[src/rtl/ibex_uarch_fcov_pkg.sv]
// Shared types for the uarch stall tracker: stall causes, tracker FSM states, histogram helper.
// The record struct depends on the counter width, so the top module declares it from CntW.
package ibex_uarch_fcov_pkg;

    localparam int unsigned NumStallCauses = 5;
    localparam int unsigned InstrW         = 32;
    localparam int unsigned HistBins       = 8;
    localparam int unsigned HistW          = 16;

    typedef enum logic [2:0] {
        LD_HZ   = 3'd0,
        MEM     = 3'd1,
        MULTDIV = 3'd2,
        BRANCH  = 3'd3,
        JUMP    = 3'd4
    } stall_cause_e;

    typedef enum logic {
        IDLE  = 1'b0,
        STALL = 1'b1
    } tracker_state_e;

    // Histogram bin = floor(log2(total)) clamped to the last bin; zero lands in bin 0.
    function automatic logic [2:0] hist_bin(input logic [31:0] total);
        logic [2:0] bin;
        bin = '0;
        for (int i = 0; i < 32; i++) begin
            if (total[i]) begin
                bin = (i > 7) ? 3'd7 : 3'(i);
            end
        end
        return bin;
    endfunction

endpackage

[src/rtl/ibex_uarch_rec_fifo.sv]
// Generic synchronous record FIFO; pointers carry an extra MSB to tell full from empty.
// A pop on a full FIFO frees the slot for a push in the same cycle.
module ibex_uarch_rec_fifo
    import ibex_uarch_fcov_pkg::*;
#(
    parameter type         rec_t = logic [7:0],
    parameter int unsigned Depth = 4
) (
    input  logic clk_i,
    input  logic rst_i,
    input  logic push_i,
    input  rec_t wdata_i,
    input  logic pop_i,
    output rec_t rdata_o,
    output logic full_o,
    output logic empty_o
);

    localparam int unsigned AddrW = (Depth > 1) ? $clog2(Depth) : 1;

    rec_t [Depth-1:0] mem_q, mem_d;
    logic [AddrW:0]   wr_ptr_q, wr_ptr_d;
    logic [AddrW:0]   rd_ptr_q, rd_ptr_d;
    logic             wr_en, rd_en;

    assign empty_o = (wr_ptr_q == rd_ptr_q);
    assign full_o  = (wr_ptr_q[AddrW] != rd_ptr_q[AddrW]) &&
                     (wr_ptr_q[AddrW-1:0] == rd_ptr_q[AddrW-1:0]);
    assign rd_en   = pop_i & ~empty_o;
    assign wr_en   = push_i & (~full_o | rd_en);
    assign rdata_o = mem_q[rd_ptr_q[AddrW-1:0]];

    always_comb begin
        mem_d    = mem_q;
        wr_ptr_d = wr_ptr_q;
        rd_ptr_d = rd_ptr_q;
        if (wr_en) begin
            mem_d[wr_ptr_q[AddrW-1:0]] = wdata_i;
            wr_ptr_d = wr_ptr_q + 1'b1;
        end
        if (rd_en) begin
            rd_ptr_d = rd_ptr_q + 1'b1;
        end
    end

    always_ff @(posedge clk_i or posedge rst_i) begin
        if (rst_i) begin
            mem_q    <= '0;
            wr_ptr_q <= '0;
            rd_ptr_q <= '0;
        end else begin
            mem_q    <= mem_d;
            wr_ptr_q <= wr_ptr_d;
            rd_ptr_q <= rd_ptr_d;
        end
    end

endmodule

[src/rtl/ibex_uarch_stall_tracker.sv]
// Folds per-cycle ID-stage stall causes into one record per completed instruction and queues it.
// Define IBEX_UARCH_STALL_HIST_EN to add hist_o, a log2 histogram of pushed record totals.
module ibex_uarch_stall_tracker
    import ibex_uarch_fcov_pkg::*;
#(
    parameter int unsigned CntW      = 8,
    parameter int unsigned FifoDepth = 4,
    parameter bit          RecordAll = 1'b0
) (
    input  logic                           clk_i,
    input  logic                           rst_i,
    input  logic                           valid_id_i,
    input  logic [InstrW-1:0]              instr_id_i,
    input  logic                           stall_ld_hz_i,
    input  logic                           stall_mem_i,
    input  logic                           stall_multdiv_i,
    input  logic                           stall_branch_i,
    input  logic                           stall_jump_i,
    output logic                           rec_valid_o,
    input  logic                           rec_ready_i,
    output logic [InstrW-1:0]              rec_instr_o,
    output logic [NumStallCauses*CntW-1:0] rec_cnt_o,
    output logic [CntW-1:0]                rec_total_o,
    output logic [15:0]                    drop_cnt_o,
    output logic [15:0]                    kill_cnt_o,
    output logic                           overflow_o,
    output tracker_state_e                 dbg_state_o
`ifdef IBEX_UARCH_STALL_HIST_EN
    ,output logic [HistBins*HistW-1:0]     hist_o
`endif
);

    typedef struct packed {
        logic [InstrW-1:0]                        instr;
        logic [NumStallCauses-1:0][CntW-1:0]      cnt;
        logic [CntW-1:0]                          total;
    } stall_rec_t;

    tracker_state_e                      state_q, state_d;
    logic [NumStallCauses-1:0][CntW-1:0] acc_cnt_q, acc_cnt_d;
    logic [CntW-1:0]                     acc_total_q, acc_total_d;
    logic [InstrW-1:0]                   instr_q, instr_d;
    logic [15:0]                         kill_cnt_q, kill_cnt_d;
    logic [15:0]                         drop_cnt_q, drop_cnt_d;
    logic                                overflow_q, overflow_d;

    logic [NumStallCauses-1:0] cause;
    logic                      any_stall, done, kill, push, pop, drop;
    logic                      fifo_full, fifo_empty;
    stall_rec_t                push_rec, head_rec;

    // Bit order follows stall_cause_e: ld_hz in bit 0 up to jump in bit 4.
    assign cause     = {stall_jump_i, stall_branch_i, stall_multdiv_i, stall_mem_i, stall_ld_hz_i};
    assign any_stall = |cause;
    assign done      = valid_id_i & ~any_stall;

    always_comb begin
        state_d     = state_q;
        acc_cnt_d   = acc_cnt_q;
        acc_total_d = acc_total_q;
        instr_d     = instr_q;
        push        = 1'b0;
        push_rec    = '0;
        kill        = 1'b0;
        case (state_q)
            IDLE: begin
                if (valid_id_i && any_stall) begin
                    for (int i = 0; i < NumStallCauses; i++) acc_cnt_d[i] = CntW'(cause[i]);
                    acc_total_d = CntW'(1);
                    instr_d     = instr_id_i;
                    state_d     = STALL;
                end else if (done && RecordAll) begin
                    push           = 1'b1;
                    push_rec.instr = instr_id_i;
                end
            end
            STALL: begin
                if (!valid_id_i) begin
                    kill        = 1'b1;
                    acc_cnt_d   = '0;
                    acc_total_d = '0;
                    state_d     = IDLE;
                end else if (instr_id_i != instr_q) begin
                    // A new instruction replaced the stalled one: count the old one as killed.
                    kill = 1'b1;
                    if (any_stall) begin
                        for (int i = 0; i < NumStallCauses; i++) acc_cnt_d[i] = CntW'(cause[i]);
                        acc_total_d = CntW'(1);
                        instr_d     = instr_id_i;
                    end else begin
                        acc_cnt_d   = '0;
                        acc_total_d = '0;
                        state_d     = IDLE;
                        if (RecordAll) begin
                            push           = 1'b1;
                            push_rec.instr = instr_id_i;
                        end
                    end
                end else if (any_stall) begin
                    for (int i = 0; i < NumStallCauses; i++) begin
                        if (cause[i] && (acc_cnt_q[i] != '1)) acc_cnt_d[i] = acc_cnt_q[i] + 1'b1;
                    end
                    if (acc_total_q != '1) acc_total_d = acc_total_q + 1'b1;
                end else begin
                    push           = 1'b1;
                    push_rec.instr = instr_q;
                    push_rec.cnt   = acc_cnt_q;
                    push_rec.total = acc_total_q;
                    acc_cnt_d      = '0;
                    acc_total_d    = '0;
                    state_d        = IDLE;
                end
            end
            default: state_d = IDLE;
        endcase
    end

    assign pop  = ~fifo_empty & rec_ready_i;
    assign drop = push & fifo_full & ~pop;

    always_comb begin
        kill_cnt_d = kill_cnt_q;
        drop_cnt_d = drop_cnt_q;
        overflow_d = overflow_q | drop;
        if (kill && (kill_cnt_q != 16'hFFFF)) kill_cnt_d = kill_cnt_q + 16'd1;
        if (drop && (drop_cnt_q != 16'hFFFF)) drop_cnt_d = drop_cnt_q + 16'd1;
    end

    always_ff @(posedge clk_i or posedge rst_i) begin
        if (rst_i) begin
            state_q     <= IDLE;
            acc_cnt_q   <= '0;
            acc_total_q <= '0;
            instr_q     <= '0;
            kill_cnt_q  <= '0;
            drop_cnt_q  <= '0;
            overflow_q  <= 1'b0;
        end else begin
            state_q     <= state_d;
            acc_cnt_q   <= acc_cnt_d;
            acc_total_q <= acc_total_d;
            instr_q     <= instr_d;
            kill_cnt_q  <= kill_cnt_d;
            drop_cnt_q  <= drop_cnt_d;
            overflow_q  <= overflow_d;
        end
    end

    ibex_uarch_rec_fifo #(
        .rec_t (stall_rec_t),
        .Depth (FifoDepth)
    ) u_rec_fifo (
        .clk_i   (clk_i),
        .rst_i   (rst_i),
        .push_i  (push),
        .wdata_i (push_rec),
        .pop_i   (pop),
        .rdata_o (head_rec),
        .full_o  (fifo_full),
        .empty_o (fifo_empty)
    );

    assign rec_valid_o = ~fifo_empty;
    assign rec_instr_o = head_rec.instr;
    assign rec_cnt_o   = head_rec.cnt;
    assign rec_total_o = head_rec.total;
    assign drop_cnt_o  = drop_cnt_q;
    assign kill_cnt_o  = kill_cnt_q;
    assign overflow_o  = overflow_q;
    assign dbg_state_o = state_q;

`ifdef IBEX_UARCH_STALL_HIST_EN
    logic [HistBins-1:0][HistW-1:0] hist_q, hist_d;
    logic [2:0]                     hist_idx;

    // Every push attempt is binned, dropped records included.
    always_comb begin
        hist_d   = hist_q;
        hist_idx = hist_bin(32'(push_rec.total));
        if (push && (hist_q[hist_idx] != '1)) hist_d[hist_idx] = hist_q[hist_idx] + 1'b1;
    end

    always_ff @(posedge clk_i or posedge rst_i) begin
        if (rst_i) hist_q <= '0;
        else       hist_q <= hist_d;
    end

    assign hist_o = hist_q;
`endif

endmodule

[config.mk]
export PLATFORM = sky130hd
export DESIGN_NAME = ibex_uarch_stall_tracker
export DESIGN_NICKNAME = d
export VERILOG_FILES = /design/src/rtl/ibex_uarch_fcov_pkg.sv /design/src/rtl/ibex_uarch_rec_fifo.sv /design/src/rtl/ibex_uarch_stall_tracker.sv
export SDC_FILE = /design/constraint.sdc
export NUM_CORES = 1
export LEC_CHECK = 0
export BUFFER_PORTS_ARGS = -buffer_cell sky130_fd_sc_hd__buf_4
export CAP_MARGIN = 40
export CORE_UTILIZATION = 30
export DETAILED_ROUTE_END_ITERATION = 10
export HOLD_SLACK_MARGIN = 0.1
export PLACE_DENSITY = 0.48
export SYNTH_ARGS = -nofsm -noshare
export SYNTH_HDL_FRONTEND = slang
export SYNTH_SLANG_ARGS = --single-unit
[constraint.sdc]
create_clock -name clk_i -period 16.8 [get_ports clk_i]
set_input_delay 1.68 -clock clk_i [delete_from_list [all_inputs] [get_ports clk_i]]
set_output_delay 1.68 -clock clk_i [all_outputs]
set_load 0.03 [all_outputs]
==> key figures <==
Status
  – Status: complete, but fails checks
  – Failing checks: DRC

Timing
  – # setup viols final: 0
  – Actual slew at the worst max-slew pin: 0.882 ns
  – Max Fclk: 203 MHz
  – Slew HR: 0.412
  – Ratio of final minimum period to clock period: 0.293
  – Clock skew: 0.0191 ns
  – Pins Over Slew Limit: 0
  – RSZ-0062 raised after global routing: no
  – Period minus WS final: 4.92 ns
  – Setup TNS: 0 ns
  – Final hold violation count: 0

GRT
  – GR Util met3: 0.0359
  – Largest net degree at the start of global routing: 96
  – GR Util met1: 0.194
  – Grt total ovfl: 0
  – Met2 Use GR: 0.239
  – GR peak layer: met2
  – First-pass GRT wire length: 77600 um
  – GRT Total Usage: 0.148
  – Vias in the first global route: 12800
  – Initial antenna violation count: 3

Drt
  – Initial DRC count: 538
  – Via density: 4.88
  – WL per Instance: 20.3 um
  – Pre-antenna DRT Iters: 9
  – Antenna-violating nets left: 0
  – DRC Markers: 6
  – Via count: 11900
  – Final WL: 49400 um

Final layout
  – Area delta synth->final: 18.9%
  – Final-layout fill cell count: 6349
  – Diodes inserted: 0
  – Post-route cell area: 23900 um^2
  – Share of cells above drive strength 1: 0.439
  – Final cell count without fillers: 2429
  – Nets: 1578
  – Fin util: 0.362

Job
  – Max cap viols: 0

Floorplan
  – # IOs: 156
  – Die area: 68200 um^2
  – Starting density of the core: 0.305
  – Row count: 94
  – Die Wd: 261 um
  – Core Region: 66100 um^2
  – Die Y: 261 um

Critical path
  – Worst setup EP type: flop
  – Setup CP Type: in2reg
  – FF-to-FF Start: instr_q[10]$_DFFE_PP0P_
  – Required @ worst endpoint: 17.25 ns
  – CP Launch Type: primary input
  – Worst-path fanout max: 41
  – Arrival @ worst endpoint: 5.37 ns
  – Crit. Startpoint: instr_id_i[10]

Yosys
  – Sequential share of the synthesized area: 0.547
  – Post-synthesis register bit count: 440
  – Asr flop ratio synth: 1.00
  – Synthesized net count: 1431
  – Syn Inst Count: 1377
  – Post-synth EDFFs: 0
  – Avg Cell Area, Syn: 14.6 um^2
  – Ys flop type: dfrtp_1
  – Synth cell types: 53
  – Netlist Area Pre-Place: 20100 um^2
  – Synth warn: 0

Clock network
  – CTS tree: done
  – CTS resizes: 0
  – TritonCTS Buffers: 51
  – Clk pin slew, worst setup/hold paths: 0.06 ns
  – Worst-case clock buffer depth: 3
  – Root Buffer: clkbuf_16
  – Post-CTS Setup Bufs: 0
  – Cts hold-fix bufs: 0
  – CTS sink count: 440
  – Skew-Pair Late Insertion Delay: 0.58 ns
  – H-tree Lvls: 2

Pwr
  – PwrDens: 100 nW/um^2
  – Lkg Pwr: 11.4 nW
  – Power, Total: 2.40 mW
  – Max IR drop VDD: 0.0000659 V

Placed design
  – Placed cell count: 2335
  – IO buf count: 155
  – RD Place Congestion: 0.736
  – DP HPWL: 32100 um
  – Placed cell area: 22200 um^2

Min path
  – Worst hold path type: reg2reg
  – HP Start: overflow_o$_DFF_PP0_
through the flow:
step	setup WS (ns)	hold slack [ns]
2_1_floorplan	2.86	0.459
3_3_place_gp	11.22	0.470
3_5_place_dp	11.17	0.478
4_1_cts	11.79	0.490
5_1_grt	11.73	0.505
6_report	11.88	0.485
worst max-delay path, cell delays in order:
cell,delay (ns)
buf_4,0.11
xor2_1,0.17
nor4_1,0.66
and4_1,0.44
and3_1,0.53
nand3_4,0.70
buf_4,0.62
mux2_1,0.40
power by group:
group / internal, mW / leakage, nW / total (mW) / switching (mW)
Combinational: 0.0508 / 4.49 / 0.129 / 0.0782
Clock: 0.713 / 0.861 / 1.16 / 0.449
Sequential: 1.08 / 6.04 / 1.11 / 0.0287
cell type report:
type,count,area (um^2),share of cell area
clock buffer,76,1510,0.0632
clock inverter,18,251,0.0105
inverter,11,48.8,0.00204
multi-input combinational,841,8500,0.355
sequential,440,11000,0.460
tap,864,1080,0.0451
timing repair buffer,179,1540,0.0642
state kept, by name (all words and copies together) (netlist names):
signal and flops:
kill_cnt_o 16, acc_total_q 8, u_rec_fifo.mem_q 320, acc_cnt_q 40, instr_q 32, overflow_o 1, u_rec_fifo.wr_ptr_q 3, u_rec_fifo.rd_ptr_q 3
dbg_state_o 1, drop_cnt_o 16
synth_stat cells (all sizes together), types with 2 or more instances:
| library cell | number | area, um^2 |
|---|---|---|
| nor3 | 10 | 50.1 |
| xor2 | 50 | 438 |
| nor2b | 3 | 18.8 |
| nor4 | 12 | 75.1 |
| xnor2 | 45 | 394 |
| clkbuf | 28 | 105 |
| nand3 | 39 | 245 |
| buf | 57 | 499 |
| a22oi | 4 | 30.0 |
| nand2 | 46 | 173 |
| nand4 | 30 | 188 |
| mux2 | 359 | 4040 |
| inv | 11 | 41.3 |
| o211ai | 3 | 22.5 |
| ha | 13 | 163 |
| o21ai | 14 | 73.8 |
| nor2 | 59 | 221 |
| a221o | 4 | 40.0 |
| or4 | 2 | 18.8 |
| a21oi | 5 | 25.0 |
| or3 | 5 | 31.3 |
| mux4 | 80 | 1800 |
| o22ai | 2 | 12.5 |
| a31oi | 5 | 31.3 |
| and3 | 14 | 87.6 |
| o221a | 3 | 33.8 |
| and2 | 5 | 33.8 |
| a21o | 5 | 37.5 |
| dfrtp | 440 | 11000 |
| nand2b | 4 | 25.0 |
| and4 | 7 | 61.3 |
| nor3b | 2 | 15.0 |
layout by cell type, fill, tap and decap left out, types with 35 or more instances in the layout:
cell,netlist,layout
xor2_1,50,50
nand3_1,35,35
clkbuf_16,0,53
xnor2_1,45,45
nor2_1,59,59
mux4_2,80,80
nand2_1,46,46
dfrtp_1,440,438
mux2_2,331,331
buf_4,3,169
metal layers:
metal  up-vias  routed length (um)  share of wire
li1       5343                   -              -
met1      6200               21600           0.44
met2       221               23500           0.47
met3        81                2840          0.057
met4         6                1450          0.029
met5         -                  40        0.00081
cell families (layout without fill, tap and decap cells):
kind of cell             Yosys count  after routing  share of synthesized area
AND/OR/NAND/NOR                  238            238                     0.0617
buffers and inverters             96            284                     0.0321
adder cells (fa/ha/maj)           13             13                    0.00808
XOR/XNOR                          95             95                     0.0413
AO/OA/AOI/OAI                     56             56                     0.0201
multiplexers                     439            439                      0.290
flip-flops                       440            440                      0.547
path summary, 6_finish.rpt:
path                            slack [ns]  depth (start not counted)                           endpoint
worst max-delay path                 11.88                          8   u_rec_fifo.mem_q[42]$_DFFE_PP0P_
worst min-delay path                  0.48                          1               overflow_o$_DFF_PP0_
worst max register to register       12.64                          7   u_rec_fifo.mem_q[42]$_DFFE_PP0P_
worst min register to register        0.48                          1               overflow_o$_DFF_PP0_
max in group asynchronous            12.93                          7  u_rec_fifo.mem_q[297]$_DFFE_PP0P_
min in group asynchronous             1.16                          2         drop_cnt_o[10]$_DFFE_PP0P_
(Power assumes the default switching activity.)
